===== src/rtl/salsa20_stream_ctrl.sv =====
// Salsa20 stream-cipher controller.
// Builds the 64-byte Salsa20 input block from a latched key, nonce and block
// counter, starts an external hash core, captures its 64-byte output as
// keystream, and XORs it into a byte-wide valid/ready stream.
//
// Ports:
//   clk, rst      clock, asynchronous active-low reset
//   cfg_load      one-cycle pulse latching cfg_key / cfg_nonce / cfg_ctr
//   cfg_key       32 key bytes (element i = key byte i)
//   cfg_nonce     8 nonce bytes (element i = nonce byte i)
//   cfg_ctr       initial 64-bit block counter
//   in_valid/in_ready/in_data     plaintext byte input
//   out_valid/out_ready/out_data  ciphertext byte output
//   hash_start    one-cycle start pulse to the hash core
//   hash_rounds   double-round count for the hash core
//   hash_x        hash input block (element i = byte i)
//   hash_valid    hash core done (level)
//   hash_z        hash output block (element i = byte i)
//   busy          high whenever the controller is not idle
module salsa20_stream_ctrl #(
  parameter int unsigned DOUBLE_ROUNDS = 10
) (
  input  logic                 clk,
  input  logic                 rst,
  input  logic                 cfg_load,
  input  logic [31:0][7:0]     cfg_key,
  input  logic [7:0][7:0]      cfg_nonce,
  input  logic [63:0]          cfg_ctr,
  input  logic                 in_valid,
  output logic                 in_ready,
  input  logic [7:0]           in_data,
  output logic                 out_valid,
  input  logic                 out_ready,
  output logic [7:0]           out_data,
  output logic                 hash_start,
  output logic [3:0]           hash_rounds,
  output logic [63:0][7:0]     hash_x,
  input  logic                 hash_valid,
  input  logic [63:0][7:0]     hash_z,
  output logic                 busy
);

  localparam int unsigned BYTE_W      = 8;
  localparam int unsigned BLK_BYTES   = 64;
  localparam int unsigned PTR_W       = 6;
  localparam int unsigned CTR_W       = 64;
  localparam int unsigned KEY_BYTES   = 32;
  localparam int unsigned HALF_KEY    = KEY_BYTES / 2;
  localparam int unsigned NONCE_BYTES = 8;
  localparam int unsigned RND_W       = 4;

  // "expand 32-byte k" as four little-endian words.
  localparam logic [31:0] SIGMA_0 = 32'h6170_7865;
  localparam logic [31:0] SIGMA_1 = 32'h3320_646e;
  localparam logic [31:0] SIGMA_2 = 32'h7962_2d32;
  localparam logic [31:0] SIGMA_3 = 32'h6b20_6574;

  localparam logic [PTR_W-1:0] PTR_LAST = PTR_W'(BLK_BYTES - 1);

  typedef enum logic [1:0] {
    IDLE,
    GEN,
    WAIT,
    STREAM
  } state_t;

  state_t state_q, state_nxt;

  logic                                load_c;
  logic                                capture_c;
  logic                                take_c;

  logic [KEY_BYTES-1:0][BYTE_W-1:0]    key_q;
  logic [NONCE_BYTES-1:0][BYTE_W-1:0]  nonce_q;
  logic [CTR_W-1:0]                    ctr_q;
  logic [BLK_BYTES-1:0][BYTE_W-1:0]    ks_q;
  logic [PTR_W-1:0]                    ptr_q;

  assign hash_rounds = RND_W'(DOUBLE_ROUNDS);

  // Hash input block, assembled purely from latched registers so it holds
  // steady from the start pulse until the result is captured.
  always_comb begin
    hash_x = '0;
    for (int unsigned i = 0; i < 4; i++) begin
      hash_x[PTR_W'(i)]      = SIGMA_0[5'(BYTE_W * i) +: BYTE_W];
      hash_x[PTR_W'(20 + i)] = SIGMA_1[5'(BYTE_W * i) +: BYTE_W];
      hash_x[PTR_W'(40 + i)] = SIGMA_2[5'(BYTE_W * i) +: BYTE_W];
      hash_x[PTR_W'(60 + i)] = SIGMA_3[5'(BYTE_W * i) +: BYTE_W];
    end
    for (int unsigned i = 0; i < HALF_KEY; i++) begin
      hash_x[PTR_W'(4 + i)]  = key_q[5'(i)];
      hash_x[PTR_W'(44 + i)] = key_q[5'(HALF_KEY + i)];
    end
    for (int unsigned i = 0; i < NONCE_BYTES; i++) begin
      hash_x[PTR_W'(24 + i)] = nonce_q[3'(i)];
      hash_x[PTR_W'(32 + i)] = ctr_q[6'(BYTE_W * i) +: BYTE_W];
    end
  end

  // State register.
  always_ff @(posedge clk or negedge rst) begin
    if (!rst) begin
      state_q <= IDLE;
    end else begin
      state_q <= state_nxt;
    end
  end

  // Next state and per-cycle control. in_ready must follow out_ready within
  // the cycle to allow full-rate streaming, so it is combinational.
  always_comb begin
    state_nxt = state_q;
    load_c    = 1'b0;
    capture_c = 1'b0;
    take_c    = 1'b0;
    in_ready  = 1'b0;
    case (state_q)
      IDLE: begin
        if (cfg_load) begin
          load_c    = 1'b1;
          state_nxt = GEN;
        end
      end
      GEN: begin
        if (cfg_load) begin
          load_c    = 1'b1;
          state_nxt = GEN;
        end else begin
          state_nxt = WAIT;
        end
      end
      WAIT: begin
        if (cfg_load) begin
          load_c    = 1'b1;
          state_nxt = GEN;
        end else if (hash_valid) begin
          capture_c = 1'b1;
          state_nxt = STREAM;
        end
      end
      STREAM: begin
        in_ready = !out_valid || out_ready;
        // A reload takes priority; a byte offered in the same cycle is dropped.
        if (cfg_load) begin
          load_c    = 1'b1;
          state_nxt = GEN;
        end else if (in_valid && in_ready) begin
          take_c = 1'b1;
          if (ptr_q == PTR_LAST) begin
            state_nxt = GEN;
          end
        end
      end
      default: begin
        state_nxt = IDLE;
      end
    endcase
  end

  // Configuration, keystream buffer, byte pointer and output register.
  always_ff @(posedge clk or negedge rst) begin
    if (!rst) begin
      key_q      <= '0;
      nonce_q    <= '0;
      ctr_q      <= '0;
      ks_q       <= '0;
      ptr_q      <= '0;
      out_valid  <= 1'b0;
      out_data   <= '0;
      hash_start <= 1'b0;
      busy       <= 1'b0;
    end else begin
      hash_start <= (state_nxt == GEN);
      busy       <= (state_nxt != IDLE);
      if (load_c) begin
        key_q     <= cfg_key;
        nonce_q   <= cfg_nonce;
        ctr_q     <= cfg_ctr;
        ptr_q     <= '0;
        out_valid <= 1'b0;
      end else begin
        // Counter advances on capture so hash_x already shows the next block.
        if (capture_c) begin
          ks_q  <= hash_z;
          ptr_q <= '0;
          ctr_q <= ctr_q + CTR_W'(1);
        end
        // A pending byte stays valid across GEN/WAIT until it is taken.
        if (take_c) begin
          out_data  <= in_data ^ ks_q[ptr_q];
          out_valid <= 1'b1;
          ptr_q     <= ptr_q + PTR_W'(1);
        end else if (out_ready) begin
          out_valid <= 1'b0;
        end
      end
    end
  end

endmodule


===== config.mk =====
export PLATFORM = sky130hd
export DESIGN_NAME = salsa20_stream_ctrl
export DESIGN_NICKNAME = d
export VERILOG_FILES = /design/src/rtl/salsa20_stream_ctrl.sv
export SDC_FILE = /design/constraint.sdc
export NUM_CORES = 2
export LEC_CHECK = 0
export ABC_AREA = 1
export CAP_MARGIN = 20
export CORE_AREA = 2 2 562 564
export CTS_CLUSTER_DIAMETER = 150
export CTS_CLUSTER_SIZE = 20
export DETAILED_ROUTE_END_ITERATION = 12
export DIE_AREA = 0 0 564 566
export PLACE_DENSITY_LB_ADDON = 0.08
export SYNTH_ARGS = -nofsm -noshare
export SYNTH_HDL_FRONTEND = slang
export SYNTH_SLANG_ARGS = --single-unit
export TNS_END_PERCENT = 50

===== constraint.sdc =====
create_clock -name clk -period 2.2 [get_ports clk]
set_input_delay 0.44 -clock clk [delete_from_list [all_inputs] [get_ports clk]]
set_output_delay 0.44 -clock clk [all_outputs]
set_load 0.005 [all_outputs]

==> impl_metrics.ini <==
[critical_path]
worstPathArrival_ns = 2.88
critPathMaxFanout = 10
crit_required_ns = 2.88
cp-start-kind = flop
crit_type = flop to flop
endpoint_kind = flop

[global_routing]
groute.usage.overall = 0.170
grt_pass1_vias = 43300
grt_first_pass_wirelength_microns = 378000
antenna_found_initial = 93
grt_max_degree = 95
grt_overflow = 0

[detailed_routing]
wirelength_microns = 279000
num_vias = 42200
avgRoutedWirePerCell_microns = 24.7
drc = 0
ant_nets = 0
drt-initial-drc-count = 2680
via_per_inst = 3.73
drtPass1Iterations = 5

[finish]
syn_to_final_growth_pct = 56.2
drive_above_1_share = 0.116
regArea_sq_um = 23000
stdcell_area_sq_um = 66300
final_cell_mix = 3246 x nand2_1, 989 x clkdlybuf4s50_1, 847 x dfrtp_1
fillers = 35200
multiInputGateArea_sq_um = 18300
nets = 8014
final_common_cell = nand2_1

[sta]
timing.fmax_mhz = 454
drv_slew = 0
hold_violations = 0
fin_crit_sh = 1.00
setup_violations = 2
min_period_ns = 2.20
tightestPinTransition_ns = 0.647
rsz0062_at_grt = true
layout_setup_ws_ns = -0.00474
finalClockSkew_ns = 0.0553
relSlewSlack = 0.568

[floorplanning]
start_util = 0.135
die_w_microns = 564
ios = 1438
rows = 206
core_area_sq_um = 313000
dieArea_sq_um = 319000
dieHeight_microns = 566

[logic_synthesis]
synthSimpleGateAreaFrac = 0.351
synthDistinctLibCells = 36
yosysWarnings = 0
seq_area_frac_synth = 0.539
synthAdderAreaFrac = 0.000590
syn_area_per_cell_sq_um = 7.60
yosys.area_share.xor_xnor = 0.0105
synth_compound_area_frac = 0.0305
ys_ff_latch = 915
syn-cell-area_sq_um = 42400
syn_inst = 5586
muxShareOfSynthArea = 0
synth_top_family_by_area = simple AND/OR/NAND/NOR gates

[clock_tree]
cts.clk_slew.worst_paths_ns = 0.10
worstSkewPairLatency_ns = 0.77
cts_tree = built
clockBufferDepth = 3
root_buffer = clkbuf_16
cts_max_level = 2
numCtsBuffers = 55
cts.sinks = 915

[placed_design]
dp_hpwl_microns = 224000
pre_cts_ws_ns = -0.397
postPlaceCellArea_sq_um = 62700
routabilityCongestion = 0.829
io_buffers = 1305

[worst_hold_path]
hold_class = input port to async pin

[outcome]
outcome = finished with violations
failed_checks = negative setup slack

[pwr]
power_mw = 46.0
powerDensity_nw_per_um2 = 694
irDropWorstVdd_mv = 0.555
leakagePower_nw = 31.7

[job]
maxCapViolations = 0
flip-flops by register name, summed over array words and instances, names as in the netlist:
name / flops
busy: 1
ctr_q: 64
hash_start: 1
hash_x: 320
ks_q: 512
out_data: 8
out_valid: 1
ptr_q: 6
state_q: 2
cell families (layout without fill, tap and decap cells):
logic type / Yosys count / in the layout
AOI/OAI and AO/OA: 231 / 231
xor gates and xnor gates: 51 / 51
adders and majority gates: 2 / 2
buffers and inverters: 583 / 1981
DFF: 915 / 915
other: 2 / 154
and+or+nand+nor: 3802 / 3802
cell usage after synthesis (all sizes together):
cell       n  share of area
nor2b      1        0.00015
nor4       1        0.00015
clkinv     4        0.00035
nand2   3285           0.29
nand3    366          0.043
nor3      33         0.0041
o21bai     7         0.0012
nand3b     4        0.00071
nand4     22         0.0032
or2        1        0.00015
dfrtp    915           0.54
nor2      87         0.0083
o221ai     7         0.0014
xnor2      7         0.0014
o21ai    114          0.013
a22o       2        0.00041
conb       2        0.00018
o32ai      1        0.00021
a21oi     67         0.0079
and3       1        0.00015
o211ai    33         0.0058
xor2      44         0.0091
inv      141          0.012
buf      274          0.040
and2       1        0.00015
ha         2        0.00059
clkbuf   164          0.015
layer usage:
layer	wire length, microns	GRT usage
met1	129000	0.231
met4	3810	0.0253
met2	130000	0.279
met3	16100	0.0353
met5	152	0
what timing repair did:
| item | CTS | global route |
|---|---|---|
| pin swaps | 29 | 75 |
| hold buffers | 2 | 0 |
| setup buffers | 66 | 20 |
| endpoints found under the hold margin | 165 | 0 |
| gates resized for setup | 545 | 179 |
| setup endpoints to repair | 327 | 34 |
| cloned | 7 | 4 |
worst max-delay path, stage by stage, from the launching register on:
cell	delay [ns]
dfrtp_4	0.60
inv_12	0.17
buf_6	0.15
buf_12	0.13
nand2_1	0.05
nand3_1	0.07
nand3_1	0.22
nand3_2	0.18
nand3_1	0.15
nand3_4	0.14
nand3_2	0.08
nand3_2	0.07
nand2_1	0.05
cell type report:
type / instances / area share
sequential: 915 / 0.347
multi-input combinational: 4218 / 0.275
antenna: 22 / 0.000830
inverter: 145 / 0.00870
clock inverter: 11 / 0.00225
tap: 4160 / 0.0785
clock buffer: 58 / 0.0211
timing repair buffer: 1767 / 0.266
final timing paths:
check / from / to / slack (ns) / cells past startpoint
worst min register to register: hash_x[212] / hash_x[212] / 0.47 / 2
min in group clk: hash_z[161] / ks_q[161] / 0.20 / 3
worst max register to register: ptr_q[0] / out_data[4] / -0.005 / 12
worst max-delay path: ptr_q[0] / out_data[4] / -0.005 / 12
max in group asynchronous: rst / hash_x[232] / 0.96 / 3
worst min-delay path: rst / ks_q[387] / 0.18 / 2
metrics by stage:
step	cells	setup TNS, ns	utilization	hold slack [ns]
floorplan	5716	0	-	0.144
global placement	11100	-122.14	0.200	0.401
detailed placement	11100	-119.18	0.200	0.401
CTS	11300	-0.528	0.209	0.0883
global route	11300	-0.540	0.211	0.144
finish	11300	-0.00544	0.212	0.180
where the power goes:
| part | switching, mW | leakage [nW] | total (mW) | internal (mW) |
|---|---|---|---|---|
| logic | 6.42 | 19.6 | 11.7 | 5.31 |
| registers | 2.39 | 11.3 | 22.4 | 20.0 |
| clock network | 7.07 | 0.760 | 11.8 | 4.74 |
Power figures use the tool's default switching activity.
